**config.mk**
```make
export PLATFORM = sky130hd
export DESIGN_NAME = spi_regfile_peripheral
export DESIGN_NICKNAME = d
export VERILOG_FILES = /design/src/rtl/spi_regfile_pkg.sv /design/src/rtl/sync_edge_detect.sv /design/src/rtl/spi_regfile_peripheral.sv
export SDC_FILE = /design/constraint.sdc
export NUM_CORES = 1
export LEC_CHECK = 0
export CAP_MARGIN = 10
export CORE_ASPECT_RATIO = 1.75
export CORE_MARGIN = 5
export CORE_UTILIZATION = 58
export DETAILED_ROUTE_END_ITERATION = 12
export GPL_TIMING_DRIVEN = 0
export PLACE_DENSITY = 0.84
export SLEW_MARGIN = 5
export SYNTH_ARGS = -nofsm -noshare
export SYNTH_HDL_FRONTEND = slang
export SYNTH_SLANG_ARGS = --single-unit
```
**constraint.sdc**
```tcl
create_clock -name clk -period 7.3 [get_ports clk]
set_clock_uncertainty 0.15 [all_clocks]
set_input_delay 0.73 -clock clk [delete_from_list [all_inputs] [get_ports clk]]
set_output_delay 0.73 -clock clk [all_outputs]
set_load 0.02 [all_outputs]
```
**src/rtl/spi_regfile_pkg.sv**
```systemverilog
// Shared types and helpers for the SPI register-file peripheral.
package spi_regfile_pkg;

    typedef enum logic [1:0] {
        ST_IDLE   = 2'd0,
        ST_SHIFT  = 2'd1,
        ST_FULL   = 2'd2,
        ST_COMMIT = 2'd3
    } state_t;

    localparam int unsigned ERR_W = 8;

    // Frame is rw bit, address, then data, MSB first.
    function automatic int unsigned frame_w(input int unsigned addr_w, input int unsigned data_w);
        return 1 + addr_w + data_w;
    endfunction

endpackage

```
**src/rtl/sync_edge_detect.sv**
```systemverilog
// Multi-stage synchroniser for an asynchronous input with edge detection
// between the two oldest stages.
module sync_edge_detect #(
    parameter int unsigned DEPTH   = 2,
    parameter logic        RST_VAL = 1'b0
) (
    input  logic clk,
    input  logic rst,
    input  logic i_d,
    output logic o_level,
    output logic o_rise_c,
    output logic o_fall_c
);

    logic [DEPTH-1:0] r_sync;

    always_ff @(posedge clk or posedge rst) begin
        if (rst) begin
            r_sync <= {DEPTH{RST_VAL}};
        end else begin
            r_sync <= {r_sync[DEPTH-2:0], i_d};
        end
    end

    // Level is the newer of the two compared stages so it agrees with the edges.
    assign o_level  = r_sync[DEPTH-2];
    assign o_rise_c = r_sync[DEPTH-2] & ~r_sync[DEPTH-1];
    assign o_fall_c = ~r_sync[DEPTH-2] & r_sync[DEPTH-1];

endmodule

```
**src/rtl/spi_regfile_peripheral.sv**
```systemverilog
// SPI mode-0 target exposing a small register bank; writes commit on ncs
// rising edge, reads stream a shadow copy captured after the address phase.
module spi_regfile_peripheral
    import spi_regfile_pkg::*;
#(
    parameter int unsigned NUM_REGS    = 5,
    parameter int unsigned ADDR_W      = 7,
    parameter int unsigned DATA_W      = 8,
    parameter int unsigned SYNC_STAGES = 2
) (
    input  logic                       clk,
    input  logic                       rst,
    input  logic                       ncs,
    input  logic                       sclk,
    input  logic                       copi,
    output logic                       cipo,
    output logic                       cipo_oe,
    output logic [NUM_REGS*DATA_W-1:0] regs,
    output logic                       wr_strobe,
    output logic [ADDR_W-1:0]          wr_addr,
    output logic [ERR_W-1:0]           err_count
);

    localparam int unsigned FRAME_W = frame_w(ADDR_W, DATA_W);
    localparam int unsigned CNT_W   = $clog2(FRAME_W + 1);
    localparam int unsigned HDR_W   = 1 + ADDR_W;

    logic w_ncs_lvl, w_ncs_rise, w_ncs_fall;
    logic w_sclk_lvl, w_sclk_rise, w_sclk_fall;
    logic w_copi, w_copi_rise, w_copi_fall;
    logic w_unused;

    state_t              r_state, w_state_nxt;
    logic [CNT_W-1:0]    r_cnt;
    logic [FRAME_W-1:0]  r_shift, w_shift_nxt;
    logic [DATA_W-1:0]   r_shadow, w_rd_val;
    logic [DATA_W-1:0]   r_regs [NUM_REGS];
    logic                r_rd, r_cipo, r_cipo_oe, r_wr_strobe;
    logic [ADDR_W-1:0]   r_wr_addr;
    logic [ERR_W-1:0]    r_err;
    logic                w_start, w_shift_en, w_abort, w_commit;
    logic [ADDR_W-1:0]   w_hdr_addr, w_cmt_addr;
    logic                w_cmt_hit;

    sync_edge_detect #(.DEPTH(SYNC_STAGES), .RST_VAL(1'b1)) u_sync_ncs (
        .clk(clk), .rst(rst), .i_d(ncs),
        .o_level(w_ncs_lvl), .o_rise_c(w_ncs_rise), .o_fall_c(w_ncs_fall)
    );

    sync_edge_detect #(.DEPTH(SYNC_STAGES), .RST_VAL(1'b0)) u_sync_sclk (
        .clk(clk), .rst(rst), .i_d(sclk),
        .o_level(w_sclk_lvl), .o_rise_c(w_sclk_rise), .o_fall_c(w_sclk_fall)
    );

    sync_edge_detect #(.DEPTH(SYNC_STAGES), .RST_VAL(1'b0)) u_sync_copi (
        .clk(clk), .rst(rst), .i_d(copi),
        .o_level(w_copi), .o_rise_c(w_copi_rise), .o_fall_c(w_copi_fall)
    );

    assign w_unused = ^{w_sclk_lvl, w_copi_rise, w_copi_fall};

    always_ff @(posedge clk or posedge rst) begin
        if (rst) begin
            r_state <= ST_IDLE;
        end else begin
            r_state <= w_state_nxt;
        end
    end

    // An ncs rise is checked before sclk so a coincident sclk edge is dropped.
    always_comb begin
        w_state_nxt = r_state;
        w_start     = 1'b0;
        w_shift_en  = 1'b0;
        w_abort     = 1'b0;
        w_commit    = 1'b0;
        case (r_state)
            ST_IDLE: begin
                if (w_ncs_fall) begin
                    w_start     = 1'b1;
                    w_state_nxt = ST_SHIFT;
                end
            end
            ST_SHIFT: begin
                if (w_ncs_rise) begin
                    w_abort     = 1'b1;
                    w_state_nxt = ST_IDLE;
                end else if (w_sclk_rise && !w_ncs_lvl) begin
                    w_shift_en = 1'b1;
                    if (r_cnt == CNT_W'(FRAME_W - 1)) begin
                        w_state_nxt = ST_FULL;
                    end
                end
            end
            ST_FULL: begin
                if (w_ncs_rise) begin
                    w_state_nxt = ST_COMMIT;
                end
            end
            ST_COMMIT: begin
                w_commit    = 1'b1;
                w_state_nxt = ST_IDLE;
            end
            default: w_state_nxt = ST_IDLE;
        endcase
    end

    assign w_shift_nxt = {r_shift[FRAME_W-2:0], w_copi};
    assign w_hdr_addr  = w_shift_nxt[ADDR_W-1:0];
    assign w_cmt_addr  = r_shift[DATA_W +: ADDR_W];
    assign w_cmt_hit   = r_shift[FRAME_W-1] && (32'(w_cmt_addr) < NUM_REGS);

    always_comb begin
        w_rd_val = '0;
        for (int k = 0; k < NUM_REGS; k++) begin
            if (32'(w_hdr_addr) == 32'(k)) begin
                w_rd_val = r_regs[k];
            end
        end
    end

    always_ff @(posedge clk or posedge rst) begin
        if (rst) begin
            r_cnt       <= '0;
            r_shift     <= '0;
            r_shadow    <= '0;
            r_rd        <= 1'b0;
            r_cipo      <= 1'b0;
            r_cipo_oe   <= 1'b0;
            r_wr_strobe <= 1'b0;
            r_wr_addr   <= '0;
            r_err       <= '0;
        end else begin
            r_wr_strobe <= 1'b0;
            if (w_start) begin
                r_cnt    <= '0;
                r_shift  <= '0;
                r_shadow <= '0;
                r_rd     <= 1'b0;
            end
            if (w_shift_en) begin
                r_shift <= w_shift_nxt;
                r_cnt   <= r_cnt + 1'b1;
                // Header complete on a read: snapshot the addressed register.
                if (r_cnt == CNT_W'(HDR_W - 1) && !w_shift_nxt[ADDR_W]) begin
                    r_shadow <= w_rd_val;
                    r_rd     <= 1'b1;
                end
            end
            if (r_state == ST_SHIFT && !w_ncs_rise && w_sclk_fall && r_rd) begin
                r_cipo    <= r_shadow[DATA_W-1];
                r_shadow  <= r_shadow << 1;
                r_cipo_oe <= 1'b1;
            end
            if (w_ncs_rise) begin
                r_cipo    <= 1'b0;
                r_cipo_oe <= 1'b0;
            end
            if (w_abort && r_err != 8'hFF) begin
                r_err <= r_err + 8'd1;
            end
            if (w_commit && w_cmt_hit) begin
                r_wr_strobe <= 1'b1;
                r_wr_addr   <= w_cmt_addr;
            end
        end
    end

    always_ff @(posedge clk or posedge rst) begin
        if (rst) begin
            for (int k = 0; k < NUM_REGS; k++) begin
                r_regs[k] <= '0;
            end
        end else if (w_commit && w_cmt_hit) begin
            for (int k = 0; k < NUM_REGS; k++) begin
                if (32'(w_cmt_addr) == 32'(k)) begin
                    r_regs[k] <= r_shift[DATA_W-1:0];
                end
            end
        end
    end

    for (genvar g = 0; g < NUM_REGS; g++) begin : g_flat
        assign regs[g*DATA_W +: DATA_W] = r_regs[g];
    end

    assign cipo      = r_cipo;
    assign cipo_oe   = r_cipo_oe;
    assign wr_strobe = r_wr_strobe;
    assign wr_addr   = r_wr_addr;
    assign err_count = r_err;

endmodule

```
## Yosys cells after proc, flatten, opt, wreduce, memory -nomap -nowiden

Cells that the tools add are included.

| word-level totals | value |
|---|---|
| output and inout bits | 58 |
| logic and storage cells | 104 |
| register bits after elaboration | 95 |
| input port bits | 5 |

| operators by class | value |
|---|---|
| reductions and logical operators | 22 |
| order comparisons | 1 |
| equal/unequal tests | 18 |
| muxes and demuxes | 35 |
| bitwise logic cells | 8 |
| add/subtract/negate cells | 2 |

Operators by type and width:

| kind | count |
|---|---|
| 8-bit 2-to-1 mux | 9 |
| 16-bit 2-to-1 mux | 2 |
| 7-bit by 2-bit == test with 1-bit output, second input constant | 4 |
| 1-bit 2-to-1 mux | 16 |
| 7-bit by 1-bit == test with 1-bit output, second input constant | 2 |
| 7-bit by 3-bit == test with 1-bit output, second input constant | 2 |
| 7-bit zero test | 2 |
| 2-bit 2-to-1 mux | 5 |
| 5-bit 2-to-1 mux | 2 |
| 2-bit AND reduction | 5 |
| 8-bit by 1-bit adder with 8-bit output, second input constant | 1 |
| 1-bit logical AND | 8 |
| 8-bit inequality test, second input constant | 1 |
| 2-bit case mux with 4 select lines | 1 |
| 7-bit by 3-bit less-than comparator with 1-bit output, second input constant | 1 |
| 3-bit inequality test, second input constant | 2 |
| 5-bit by 1-bit adder with 5-bit output, second input constant | 1 |
| 5-bit by 3-bit == test with 1-bit output, second input constant | 1 |
| 5-bit by 4-bit == test with 1-bit output, second input constant | 1 |
| 1-bit bitwise AND | 4 |
| 2-bit == test, second input constant | 2 |
| 1-bit inverter | 4 |
| 4-bit AND reduction | 1 |
| 2-bit nonzero test | 2 |
| 5 further kinds | 7 |

## Logic depth before layout (Yosys ltp)

| depth | value |
|---|---|
| depth after elaboration | 9 |
| depth in mapped cells | 7 |

## Hierarchy

From an unflattened synthesis, not the netlist that was laid out.

| second synthesis, totals | value |
|---|---|
| cells, all modules | 349 |
| area total of the unflattened synthesis | 4231.6 sq um |

By module, submodules not included:

| module | area an instance (sq um) | instances | cells an instance | seq. area each (sq um) |
|---|---|---|---|---|
| spi_regfile_peripheral | 4022.6 | 1 | 334 | 2252.2 |
| sync_edge_detect at u_sync_copi ... | 68.8 | 2 | 5 | 50.0 |
| sync_edge_detect at u_sync_ncs | 71.3 | 1 | 5 | 52.6 |

## Least setup slack after synthesis

OpenSTA, ideal clock, no wires.

| path | value |
|---|---|
| kind | register to register |
| start | register u_sync_ncs.r_sync[0] |
| end | register r_shadow[1] |
| data required time | 7.058 ns |
| setup slack | 4.905 ns |
| stages on the path, launching flop included | 7 |
| arrival time | 2.153 ns |
| period minus slack after synthesis | 2.395 ns |
| setup time | 0.092 ns |
| cells stage by stage | dfstp_2 or3b_4 or4_4 buf_6 or4_4 buf_6 o31ai_2 |

| on the way | value |
|---|---|
| word-level cells in the longest chain between the ends | 8 |
| elaborated cells between the ends (all ways) | 18 |

RTL lines:

| item | line | RTL |
|---|---|---|
| from (decl) | sync_edge_detect.sv:15 | `logic [DEPTH-1:0] r_sync;` |
| from (signal assigned) | sync_edge_detect.sv:19 | `r_sync <= {DEPTH{RST_VAL}};` |
| from (signal assigned) | sync_edge_detect.sv:21 | `r_sync <= {r_sync[DEPTH-2:0], i_d};` |
| 1-bit inverter | sync_edge_detect.sv:28 | `assign o_fall_c = ~r_sync[DEPTH-2] & r_sync[DEPTH-1];` |
| 1-bit bitwise AND | sync_edge_detect.sv:28 |  |
| 1-bit 2-to-1 mux | spi_regfile_peripheral.sv:79 | `if (w_ncs_fall) begin` |
| 1-bit 2-to-1 mux | spi_regfile_peripheral.sv:77 | `case (r_state)` |
| 8-bit 2-to-1 mux | spi_regfile_peripheral.sv:135 | `if (w_start) begin` |
| 8-bit 2-to-1 mux | spi_regfile_peripheral.sv:145 | `if (r_cnt == CNT_W'(HDR_W - 1) && !w_shift_nxt[ADDR_W]) begin` |
| 8-bit 2-to-1 mux | spi_regfile_peripheral.sv:141 | `if (w_shift_en) begin` |
| 8-bit 2-to-1 mux (*) | spi_regfile_peripheral.sv:150 | `if (r_state == ST_SHIFT && !w_ncs_rise && w_sclk_fall && r_rd) begin` |
| to (signal assigned) | spi_regfile_peripheral.sv:146 | `r_shadow <= w_rd_val;` |
| to (signal assigned) | spi_regfile_peripheral.sv:152 | `r_shadow <= r_shadow << 1;` |
| to (decl) | spi_regfile_peripheral.sv:36 | `logic [DATA_W-1:0] r_shadow, w_rd_val;` |

Every way passes the cells marked *; elsewhere a longest branch is shown, timed or not.
A chain may end at the register's enable or synchronous reset.

## Worst setup path after layout

| path | value |
|---|---|
| start | register r_state[0] |
| end | register r_regs, in the netlist regs[11] |

| on the way | value |
|---|---|
| word-level cells in the longest chain between the ends | 4 |

RTL lines:

| item | line | RTL |
|---|---|---|
| from (decl) | spi_regfile_peripheral.sv:33 | `state_t r_state, w_state_nxt;` |
| from (signal assigned) | spi_regfile_peripheral.sv:66 | `r_state <= w_state_nxt;` |
| 2-bit == test | spi_regfile_peripheral.sv:77 |  |
| 1-bit 2-to-1 mux | spi_regfile_peripheral.sv:77 |  |
| 1-bit logical AND | spi_regfile_peripheral.sv:174 | `end else if (w_commit && w_cmt_hit) begin` |
| 2-bit AND reduction (no source line) | n/a |  |
| to (signal, indexed assignment) | spi_regfile_peripheral.sv:177 | `r_regs[k] <= r_shift[DATA_W-1:0];` |
| to (decl) | spi_regfile_peripheral.sv:37 | `logic [DATA_W-1:0] r_regs [NUM_REGS];` |

No other way between the ends.

==> impl_results.md <==
* Reg clk slew, reported paths at 0.06 ns
* Leakage Power at 2.36 nW
* Period minus WS final at 2.77 ns
* XOR/XNOR share of the synthesized area at 0.0143
* Fin cells at 542
* Antenna violations before repair at 0
* Antenna-violating nets left at 0
* Simple-Gate Fraction of Synth Area at 0.156
* Final layout net count at 459
* Num rows at 41
* Critical Path Sink Type: flop
* Complex-gate fraction of the synthesized area at 0.105
* Syn_nets at 385
* EDFF count, synth at 0
* Port Buffers at 62
* Placed insts at 526
* Register bit total from synthesis at 95
* Main combinational cell family by area after synthesis: simple AND/OR/NAND/NOR gates
* Root buf cell: clkbuf_16
* Pins Over Slew Limit at 0
* Crit path kind: reg -> reg
* Yosys warns at 0
* Setup Buffers After CTS at 0
* Cell count after synthesis at 377
* Slew Limit Headroom at 0.205
* RSZ-0062 raised after global routing: false
* GRT Residual Overflow at 0
* Vias in the first global route at 3,405
* Placed cell areas at 0.00506 mm2
* Peak VDD IR at 156 uV
* Worst hold path class: reg -> reg
* Wire per inst at 18.6 um
* Synth area leader: dfrtp_1
* Layout cells sized above 1 at 0.182
* First-pass GRT wire length at 16.8 mm
* Dominant synthesized flop cell: dfrtp_1
* Via density at 6.04
* Clock Sinks at 95
* P&R area growth vs syn at 24.1%
* PwrDens at 213 mW/mm2
* Asr flop ratio synth at 1.00
* Max Cap Violations at 0
* TritonCTS clock tree: yes
* Seq/Total Area, Yosys at 0.553
* Routability cong. at 0.841
* Ports at 63
* # DRC at 0
* Netlist cell types at 49
* GRT Total Usage at 0.241
* Setup Viol. Count Final at 0
* Worst EP required at 7.37 ns
* DIE AREA at 0.00931 mm2
* Worst slew pin tran at 1.18 ns
* Die Wd at 75.1 um
* Die Ht at 124 um
* Mean Syn Cell Area at 11.4 um2
* Initial cell density of the core at 0.595
* Share of the synthesized area in the top cell type at 0.541
* Fin area at 0.00534 mm2
* DPL Wire Length at 7.25 mm
* Startpoint Class: flop
* Max Freq at 361 MHz
* Crit-path max FO at 9
* CTS max path bufs at 2
* Top cells by area, synth: dfrtp_1 54%, mux2_2 12%, nand2_1 3.7%
* CTS resizes at 0
* DRT Pass-1 Iters at 5
* Largest net degree at the start of global routing at 51
* Clk_lat worst skew at 0.34 ns
* Starting DRT DRC Count at 194
* Core footprint at 0.00723 mm2
* Filler instances at 499
* Post-CTS Hold Buffers at 0
* Arrival time worst endpoint at 2.84 ns
* Synthesized area at 0.00430 mm2
* Htree depth at 3
* Final worst path period share at 0.379
* Mux cell area share after synthesis at 0.125
* Via Count at 3,273
* Setup TNS at 0 ns
* Detailed-route wire length at 10.1 mm
* Status: finished clean
* Antenna Cells at 0
* CTS Buf Count at 9
* Adder-cell share of the synthesized area at 0.00873
* Hold Vio Cnt, Final at 0
* Final Util at 0.738
-- path summary, 6_finish.rpt --
| check | to | from | slack, ns | depth (start not counted) |
|---|---|---|---|---|
| max in group asynchronous | u_sync_ncs.r_sync[0] | rst | 5.64 | 3 |
| max reg2reg | regs[11] | r_state[0] | 4.53 | 4 |
| min | u_sync_ncs.r_sync[1] | u_sync_ncs.r_sync[0] | 0.26 | 0 |
| max | regs[11] | r_state[0] | 4.53 | 4 |
| min reg2reg | u_sync_ncs.r_sync[1] | u_sync_ncs.r_sync[0] | 0.26 | 0 |
| min in group asynchronous | regs[39] | rst | 0.67 | 2 |
-- cells by family (layout without fill, tap and decap cells) --
| kind of cell | after synthesis | in the layout |
|---|---|---|
| AOI/OAI and AO/OA | 68 | 68 |
| xor gates and xnor gates | 7 | 7 |
| adders and majority gates | 3 | 3 |
| buffers and inverters | 39 | 118 |
| DFF | 95 | 95 |
| muxes | 47 | 47 |
| and+or+nand+nor | 118 | 118 |
-- power breakdown --
group	leakage [nW]	total [mW]	internal, mW	switching (mW)
Clock	0.142	0.434	0.247	0.187
Combinational	0.917	0.129	0.0533	0.0757
Sequential	1.30	0.571	0.545	0.0261
-- metal layers --
layer  global-route usage  vias to the layer above  wire length, um
li1                     -                     1494                -
met1                0.276                     1626             3740
met2                0.418                      123             5480
met3               0.0444                       30              521
met4                0.122                        0              318
met5                    0                        -                0
-- through the flow --
step	hold WS, ns	worst slack (ns)	power (mW)
3_3_place_gp	0.245	2.67	0.703
4_1_cts	0.258	4.50	1.14
3_5_place_dp	0.247	4.52	0.710
6_report	0.262	4.53	1.13
2_1_floorplan	0.221	3.95	0.656
5_1_grt	0.272	4.32	1.18
-- state kept, by name, summed over array words and instances (netlist names), named ones only --
signal / cells
wr_strobe: 1
cipo: 1
r_shadow: 8
u_sync_ncs.r_sync: 2
r_state: 1
u_sync_copi.r_sync: 1
err_count: 8
wr_addr: 7
cipo_oe: 1
r_shift: 16
u_sync_sclk.r_sync: 2
regs: 40
r_cnt: 5
r_rd: 1
-- placed cells by master, fill, tap and decap left out, types with 2 or more instances in the layout --
cell type         n
dfrtp_1          93
clkdlybuf4s50_1  62
mux2_2           44
nand2_1          42
o21ai_0          25
clkbuf_1         22
inv_1            14
a21oi_1          12
nand3_1          10
nor2_1           10
a31oi_1           9
clkbuf_16         9
nor3_1            8
a32oi_1           7
o31ai_2           7
xnor2_1           6
nand4b_1          6
nor2b_1           5
nand4_1           5
and2_1            5
nand2b_1          4
clkinv_2          4
and3_1            3
nor3b_1           3
ha_1              3
nand4bb_1         2
a21o_1            2
or4b_2            2
or4_4             2
buf_6             2
mux2i_1           2
clkbuf_8          2
dfstp_2           2
-- worst max-delay path: stages (launching register included) --
cell and delay, ns:
dfrtp_1 0.45, nor4b_1 0.39, nand4_1 0.44, nor3b_2 0.80, mux2_2 0.41
-- synthesized netlist by cell type, types with 7 or more instances --
cell type / number
a31oi_1: 9
a32oi_1: 7
clkbuf_1: 21
o21ai_0: 25
nand3_1: 10
a21oi_1: 12
mux2_2: 44
nand2_1: 42
nor3_1: 8
inv_1: 15
dfrtp_1: 93
nor2_1: 10
o31ai_2: 7
-- cell type report --
type	count	area [um2]	share of cell area
Sequential cell	95	2380	0.446
Clock buffer	12	256	0.0481
Multi-Input combinational cell	243	1760	0.330
Buffer	24	105	0.0197
Inverter	15	58.8	0.0110
Tap cell	86	108	0.0202
Clock inverter	4	20.0	0.00375
Timing Repair Buffer	63	648	0.121
No activity file was read; power rests on OpenSTA's default activity.
